**config.mk**
```make
export PLATFORM = sky130hd
export DESIGN_NAME = seg7_scan
export DESIGN_NICKNAME = d
export VERILOG_FILES = /design/src/rtl/seg7_pkg.sv /design/src/rtl/drv7seg.sv /design/src/rtl/seg7_scan.sv
export SDC_FILE = /design/constraint.sdc
export NUM_CORES = 1
export LEC_CHECK = 0
export CORE_MARGIN = 4
export CORE_UTILIZATION = 55
export DETAILED_ROUTE_END_ITERATION = 8
export PLACE_DENSITY = 0.79
export SYNTH_ARGS = -nofsm -noshare
export SYNTH_HDL_FRONTEND = slang
export SYNTH_SLANG_ARGS = --single-unit
```
**constraint.sdc**
```tcl
create_clock -name clk -period 2.3 [get_ports clk]
set_clock_uncertainty 0.05 [all_clocks]
set_input_delay 0.575 -clock clk [delete_from_list [all_inputs] [get_ports clk]]
set_output_delay 0.575 -clock clk [all_outputs]
set_load 0.005 [all_outputs]
```
**src/rtl/seg7_pkg.sv**
```systemverilog
// Shared constants for the 7-segment scan driver: hex glyph table and segment bit positions.
package seg7_pkg;

  localparam int unsigned SEG_W  = 8;
  localparam int unsigned SEG_A  = 0;
  localparam int unsigned SEG_B  = 1;
  localparam int unsigned SEG_C  = 2;
  localparam int unsigned SEG_D  = 3;
  localparam int unsigned SEG_E  = 4;
  localparam int unsigned SEG_F  = 5;
  localparam int unsigned SEG_G  = 6;
  localparam int unsigned SEG_DP = 7;

  // Glyphs as gfedcba, indexed by nibble value (entry 15 listed first).
  localparam logic [15:0][6:0] HEX_PAT = {
    7'h71, 7'h79, 7'h5E, 7'h58, 7'h7C, 7'h77, 7'h6F, 7'h7F,
    7'h27, 7'h7D, 7'h6D, 7'h66, 7'h4F, 7'h5B, 7'h06, 7'h3F
  };

endpackage

```
**src/rtl/drv7seg.sv**
```systemverilog
// Combinational hex nibble to segment decoder with decimal point pass-through.
module drv7seg
  import seg7_pkg::*;
(
  input  logic [3:0]       nibble,
  input  logic             dp,
  output logic [SEG_W-1:0] seg_c
);

  logic [6:0] pat;

  always_comb begin
    pat           = HEX_PAT[nibble];
    seg_c         = '0;
    seg_c[SEG_A]  = pat[0];
    seg_c[SEG_B]  = pat[1];
    seg_c[SEG_C]  = pat[2];
    seg_c[SEG_D]  = pat[3];
    seg_c[SEG_E]  = pat[4];
    seg_c[SEG_F]  = pat[5];
    seg_c[SEG_G]  = pat[6];
    seg_c[SEG_DP] = dp;
  end

endmodule

```
**src/rtl/seg7_scan.sv**
```systemverilog
// Double-buffered, time-multiplexed DIGITS-wide 7-segment scanner with per-digit ghost gap.
// Optional leading-zero suppression is built only when SEG7_LZS_EN is defined.
module seg7_scan
  import seg7_pkg::*;
#(
  parameter int unsigned DIGITS   = 4,
  parameter int unsigned SCAN_DIV = 10000,
  parameter int unsigned GAP      = 16
) (
  input  logic                  clk,
  input  logic                  rst_n,
  input  logic [4*DIGITS-1:0]   value,
  input  logic [DIGITS-1:0]     dp,
  input  logic [DIGITS-1:0]     blank,
  input  logic                  lzs,
  input  logic                  load,
  output logic [SEG_W-1:0]      seg,
  output logic [DIGITS-1:0]     com,
  output logic                  frame
);

  localparam int unsigned CNT_W = $clog2(SCAN_DIV);
  localparam int unsigned IDX_W = (DIGITS > 1) ? $clog2(DIGITS) : 1;

  logic [CNT_W-1:0]    cnt;
  logic [IDX_W-1:0]    idx;
  logic [4*DIGITS-1:0] stg_value, sh_value;
  logic [DIGITS-1:0]   stg_dp, sh_dp, stg_blank, sh_blank;

  logic                cnt_last, idx_last, boundary, in_gap, suppress;
  logic [3:0]          sel_nibble;
  logic                sel_dp;
  logic [SEG_W-1:0]    dec_seg, seg_nxt;
  logic [DIGITS-1:0]   com_nxt;

  assign cnt_last   = (cnt == CNT_W'(SCAN_DIV - 1));
  assign idx_last   = (idx == IDX_W'(DIGITS - 1));
  assign boundary   = cnt_last && idx_last;
  assign in_gap     = (cnt < CNT_W'(GAP));
  assign sel_nibble = sh_value[4*idx +: 4];
  assign sel_dp     = sh_dp[idx];

  drv7seg u_drv7seg (
    .nibble (sel_nibble),
    .dp     (sel_dp),
    .seg_c  (dec_seg)
  );

`ifdef SEG7_LZS_EN
  // zero_above[i]: every shadow nibble from digit i up to the top digit is zero.
  logic [DIGITS-1:0] zero_above;

  always_comb begin
    logic run;
    run        = 1'b1;
    zero_above = '0;
    for (int i = int'(DIGITS) - 1; i >= 0; i--) begin
      run           = run & (sh_value[4*i +: 4] == 4'h0);
      zero_above[i] = run;
    end
  end

  assign suppress = lzs && (idx != '0) && zero_above[idx];
`else
  logic unused_lzs;
  assign unused_lzs = lzs;
  assign suppress   = 1'b0;
`endif

  // Next display drive: dark during the gap, then the selected shadow digit.
  always_comb begin
    seg_nxt = '0;
    com_nxt = '0;
    if (!in_gap) begin
      com_nxt = DIGITS'(1) << idx;
      if (sh_blank[idx]) begin
        seg_nxt = '0;
      end else if (suppress) begin
        seg_nxt[SEG_DP] = sel_dp;
      end else begin
        seg_nxt = dec_seg;
      end
    end
  end

  always_ff @(posedge clk or negedge rst_n) begin
    if (!rst_n) begin
      cnt       <= '0;
      idx       <= '0;
      stg_value <= '0;
      stg_dp    <= '0;
      stg_blank <= '1;
      sh_value  <= '0;
      sh_dp     <= '0;
      sh_blank  <= '1;
      seg       <= '0;
      com       <= '0;
      frame     <= 1'b0;
    end else begin
      cnt <= cnt_last ? '0 : cnt + CNT_W'(1);
      if (cnt_last) begin
        idx <= idx_last ? '0 : idx + IDX_W'(1);
      end
      if (load) begin
        stg_value <= value;
        stg_dp    <= dp;
        stg_blank <= blank;
      end
      // A load coinciding with the boundary bypasses the stale staging set.
      if (boundary) begin
        sh_value <= load ? value : stg_value;
        sh_dp    <= load ? dp    : stg_dp;
        sh_blank <= load ? blank : stg_blank;
      end
      seg   <= seg_nxt;
      com   <= com_nxt;
      frame <= boundary;
    end
  end

endmodule

```
**Word level (Yosys, flattened, before mapping)**

Memory sizes are Yosys's and may differ from the RTL's.
Cells that the tools add are included.

- Output and inout bits: 13
- Memories kept: 1
- Input bits: 28
- Word-level logic and storage cells: 35
- Register bits: 77
- Memory bits (read-only): 112

Memory list:

| name | depth | width | read ports | clocked after Yosys merged registers in | wr ports | line | RTL |
|---|---|---|---|---|---|---|---|
| (name not given) | 16 | 7 | 1 | 0 | 0 | drv7seg.sv:13 | `pat = HEX_PAT[nibble];` |

- Reductions and logical operators: 1
- Add/sub/neg operators: 2
- $lt $le $gt $ge: 3
- Equal/unequal tests: 2
- Shifts and indexed selects: 2
- Muxes and demuxes: 13

Operator list:

| operator | count |
|---|---|
| two-way mux 16 bit | 1 |
| two-way mux 8 bit | 2 |
| variable part select 16 x 5 -> 4 bit | 1 |
| adder 14 x 1 -> 14 bit, second input constant | 1 |
| equality test 14 bit, second input constant | 1 |
| < comparator 14 x 5 -> 1 bit, second input constant | 1 |
| two-way mux 14 bit | 1 |
| two-way mux 4 bit | 3 |
| two-way mux 7 bit | 1 |
| < comparator 4 x 5 -> 1 bit, second input constant | 1 |
| binary-select mux 1 bit (select 2 bit) | 2 |
| left shift 1 x 2 -> 4 bit, first input constant | 1 |
| < comparator 2 x 3 -> 1 bit, second input constant | 1 |
| adder 2 x 1 -> 2 bit, second input constant | 1 |
| equality test 2 bit, second input constant | 1 |
| two-way mux 1 bit | 2 |
| two-way mux 2 bit | 1 |
| logical AND 1 bit | 1 |

**Logic depth before layout (Yosys ltp)**

- Depth in word-level cells: 5
- Gate-level depth with buffers: 7
- Gate-level depth less buffers: 6

**Cells and area by module**

From an unflattened synthesis, not the netlist that was laid out.

- Cell total of the unflattened synthesis: 245
- Area total of the unflattened synthesis: 3,533.4 um^2

Modules (own cells, without submodules):

| module | instances | cells each | seq. area each (um^2) | area each (um^2) |
|---|---|---|---|---|
| seg7_scan | 1 | 213 | 1,936.9 | 3,259.4 |
| drv7seg | 1 | 32 | 0.0 | 274.0 |

**Least setup slack after synthesis**

Ideal clock, no wire load.

- Kind: flip-flop to flip-flop
- Start point: register cnt[11]
- End point: register sh_dp[0]
- Clock period less this slack: 2,065 ps
- Path slack: 235 ps
- Setup time: 125 ps
- Path buffers: 1
- Required time: 2,125 ps
- Stages on the path, launching flop included: 6
- Arrival time: 1,890 ps
- Cells stage by stage: dfrtp_1 -> or4_4 -> nor4_4 -> nand2_4 -> buf_6 -> mux2_4

- Word-level cells in the longest chain between the ends: 2

Ends and longest elaborated chain:

| item | line | RTL |
|---|---|---|
| from (decl) | seg7_scan.sv:25 | `logic [CNT_W-1:0] cnt;` |
| from (signal assigned) | seg7_scan.sv:100 | `cnt <= cnt_last ? '0 : cnt + CNT_W'(1);` |
| equality test 14 bit | seg7_scan.sv:36 | `assign cnt_last = (cnt == CNT_W'(SCAN_DIV - 1));` |
| logical AND 1 bit | seg7_scan.sv:38 | `assign boundary = cnt_last && idx_last;` |
| to (signal assigned) | seg7_scan.sv:112 | `sh_dp <= load ? dp : stg_dp;` |
| to (decl) | seg7_scan.sv:28 | `logic [DIGITS-1:0] stg_dp, sh_dp, stg_blank, sh_blank;` |

Every way passes these cells.
A chain may end at the register's enable or synchronous reset.

**Worst setup path after layout**

- Start point: register cnt[11]
- End point: register sh_value[3]

- Word-level cells in the longest chain between the ends: 2

Ends and longest elaborated chain:

| item | line | RTL |
|---|---|---|
| equality test 14 bit | seg7_scan.sv:36 |  |
| logical AND 1 bit | seg7_scan.sv:38 |  |
| to (signal assigned) | seg7_scan.sv:111 | `sh_value <= load ? value : stg_value;` |
| to (decl) | seg7_scan.sv:27 | `logic [4*DIGITS-1:0] stg_value, sh_value;` |

Every way passes these cells.

==> impl_metrics.json <==
{
  "vias_per_cell": 5.36,
  "crit_path_end_kind": "flip-flop",
  "yosys_warnings": 0,
  "rsz0062_at_grt": "no",
  "dieArea_um2": 7510,
  "grt_max_degree": 35,
  "grt_pass1_wl_um": 9980,
  "layout-drive-gt1-share": 0.298,
  "root_buffer": "clkbuf_8",
  "grt_use_total": 0.178,
  "start_kind": "flip-flop",
  "yosys.area.top_type": "dfrtp_1",
  "insertedDiodeCount": 0,
  "status": "finished clean",
  "critPathMaxFanout": 25,
  "ys_types": 33,
  "placed_area_um2": 3910,
  "final-setup-viol-count": 0,
  "synth.avg_cell_area_um2": 14.0,
  "cts_hold_buf": 0,
  "worst_hold_slack_ps": 137,
  "synthTopCellsByArea": "dfrtp_1, mux2_2, mux2_4",
  "min_path_type": "primary input to asynchronous set/reset pin",
  "maxSlewHeadroom": 0.668,
  "period_minus_slack_ps": 2210,
  "dr.pass1.iters": 4,
  "rows": 28,
  "crit_type": "flip-flop to flip-flop",
  "nets": 329,
  "layout_commonest_cell": "dfrtp_1",
  "max_clock_freq_ghz": 0.453,
  "overflow": 0,
  "final_util": 0.685,
  "finalWorstSetupSlack_ps": 90.4,
  "powerDensity_nw_per_um2": 635,
  "critPathRequiredTime_ps": 2480,
  "start_util": 0.571,
  "final_cell_area_um2": 4080,
  "coreArea_um2": 5960,
  "cts_sinks": 77,
  "clockBufferDepth": 2,
  "critPathTopFamily": "simple AND/OR/NAND/NOR gates",
  "netlist_instances": 243,
  "gp_congestion": 0.768,
  "cts_tree": "yes",
  "synth_top_area_frac": 0.508,
  "io_pins": 41,
  "path_cells": "or4_4, nor4_4, nand2_8, mux2_4",
  "ys_seq_elements": 77,
  "max_stage_delay_ps": 580,
  "first_global_vias": 2035,
  "wl_per_cell_um": 16.0,
  "place_ws_ps": 52.0,
  "p_leak_nw": 1.87,
  "die_y_um": 86.6,
  "fin_setup_tns_ps": 0,
  "maxCapViolCount": 0,
  "htree_num_levels": 3,
  "area_growth_pct": 19.9,
  "drt_wl_total_um": 5920,
  "final_cell_mix": "dfrtp_1, clkdlybuf4s50_1, mux2_2, mux2_4, nor2_1",
  "hold_viol": 0,
  "finalPower_mw": 2.59,
  "crit_slowest_cell": "or4_4",
  "final_cells": 370,
  "syn_nets": 281,
  "drt_iter0_markers": 54,
  "vias": 1982,
  "crit_arrival_ps": 2390,
  "ir_drop_mv": 0.544,
  "die_w_um": 86.6,
  "cts_made_buffers": 9,
  "worst-path-buf-inv": 0,
  "numPlacedInstances": 355,
  "syn_area_um2": 3400,
  "grt_antenna_before_repair": 0,
  "clk_pin_slew_ps": 80,
  "finalCritPeriodShare": 0.961,
  "portBuffers": 39,
  "yosysSeqAreaShare": 0.569,
  "route.detailed.drc": 0,
  "antenna_left": 0,
  "dp.final_hpwl_um": 4220,
  "clk-insertion-delay-late_ps": 340,
  "maxSlewViolCount": 0,
  "worst_pin_slew_ps": 498
}
==> where the power goes <==
| part | internal, mW | switching (mW) | leakage, nW | total (mW) |
|---|---|---|---|---|
| Sequential | 1.44 | 0.0261 | 0.943 | 1.46 |
| Combinational | 0.153 | 0.104 | 0.843 | 0.257 |
| Clock | 0.414 | 0.457 | 0.0833 | 0.871 |
| Total | 2.00 | 0.587 | 1.87 | 2.59 |
==> cells by family after synthesis <==
group                      share of synthesized area
DFF                                            0.569
muxes                                          0.229
and+or+nand+nor                               0.0897
buffers and inverters                         0.0268
xor gates and xnor gates                      0.0257
adders and majority gates                     0.0368
AOI/OAI and AO/OA                             0.0228
==> cell type report <==
class                   instances  area, um2
well taps                      75       93.8
fillers                       447       1880
flip-flops and latches         77       1940
inverters                      10       37.5
repair buffers                 47        470
multi-input cells             146       1380
clock inverters                 2       10.0
clock buffers                  13        149
==> sequential cells by signal, summed over array words and instances, names as in the netlist, 4 cells and up <==
name,count
stg_blank,4
sh_value,16
com,4
stg_value,16
sh_blank,4
cnt,14
stg_dp,4
seg,8
sh_dp,4
==> synth_stat cells, drive strengths merged <==
cell / number
a211oi: 2
a21oi: 3
a311oi: 2
and2: 5
and3: 2
buf: 3
clkbuf: 7
dfrtp: 69
dfstp: 8
ha: 10
inv: 10
mux2: 49
mux2i: 2
mux4: 6
nand2: 8
nand2b: 1
nand3: 7
nand4: 4
nor2: 15
nor2b: 1
nor3: 6
nor4: 2
o21ai: 6
or2: 1
or3: 2
or4: 2
xnor2: 4
xor2: 6
==> metal layers <==
metal / routed length [um] / GRT usage / vias to the layer above / share of wire
met4: 143 / 0.102 / 0 / 0.024
li1: - / - / 939 / -
met1: 2610 / 0.233 / 994 / 0.44
met3: 210 / 0.0352 / 12 / 0.035
met5: 0 / 0 / - / 0
met2: 2960 / 0.276 / 37 / 0.50
==> repair_timing <==
item,CTS,global route
endpoints found under the setup margin,0,17
resized for setup,0,1
buffers inserted,0,0
==> worst paths after layout <==
| check | from | depth (start not counted) | slack, ps | endpoint |
|---|---|---|---|---|
| max in group asynchronous | rst_n | 2 | 1410 | stg_blank[0]$_DFF_PN1_ |
| max | cnt[11]$_DFF_PN0_ | 4 | 90 | sh_value[3]$_DFFE_PN0P_ |
| min in group clk | cnt[0]$_DFF_PN0_ | 1 | 440 | cnt[0]$_DFF_PN0_ |
| min | rst_n | 1 | 140 | sh_value[1]$_DFFE_PN0P_ |
| min reg2reg | cnt[0]$_DFF_PN0_ | 1 | 440 | cnt[0]$_DFF_PN0_ |
| max reg2reg | cnt[11]$_DFF_PN0_ | 4 | 90 | sh_value[3]$_DFFE_PN0P_ |
Power figures use the tool's default switching activity.
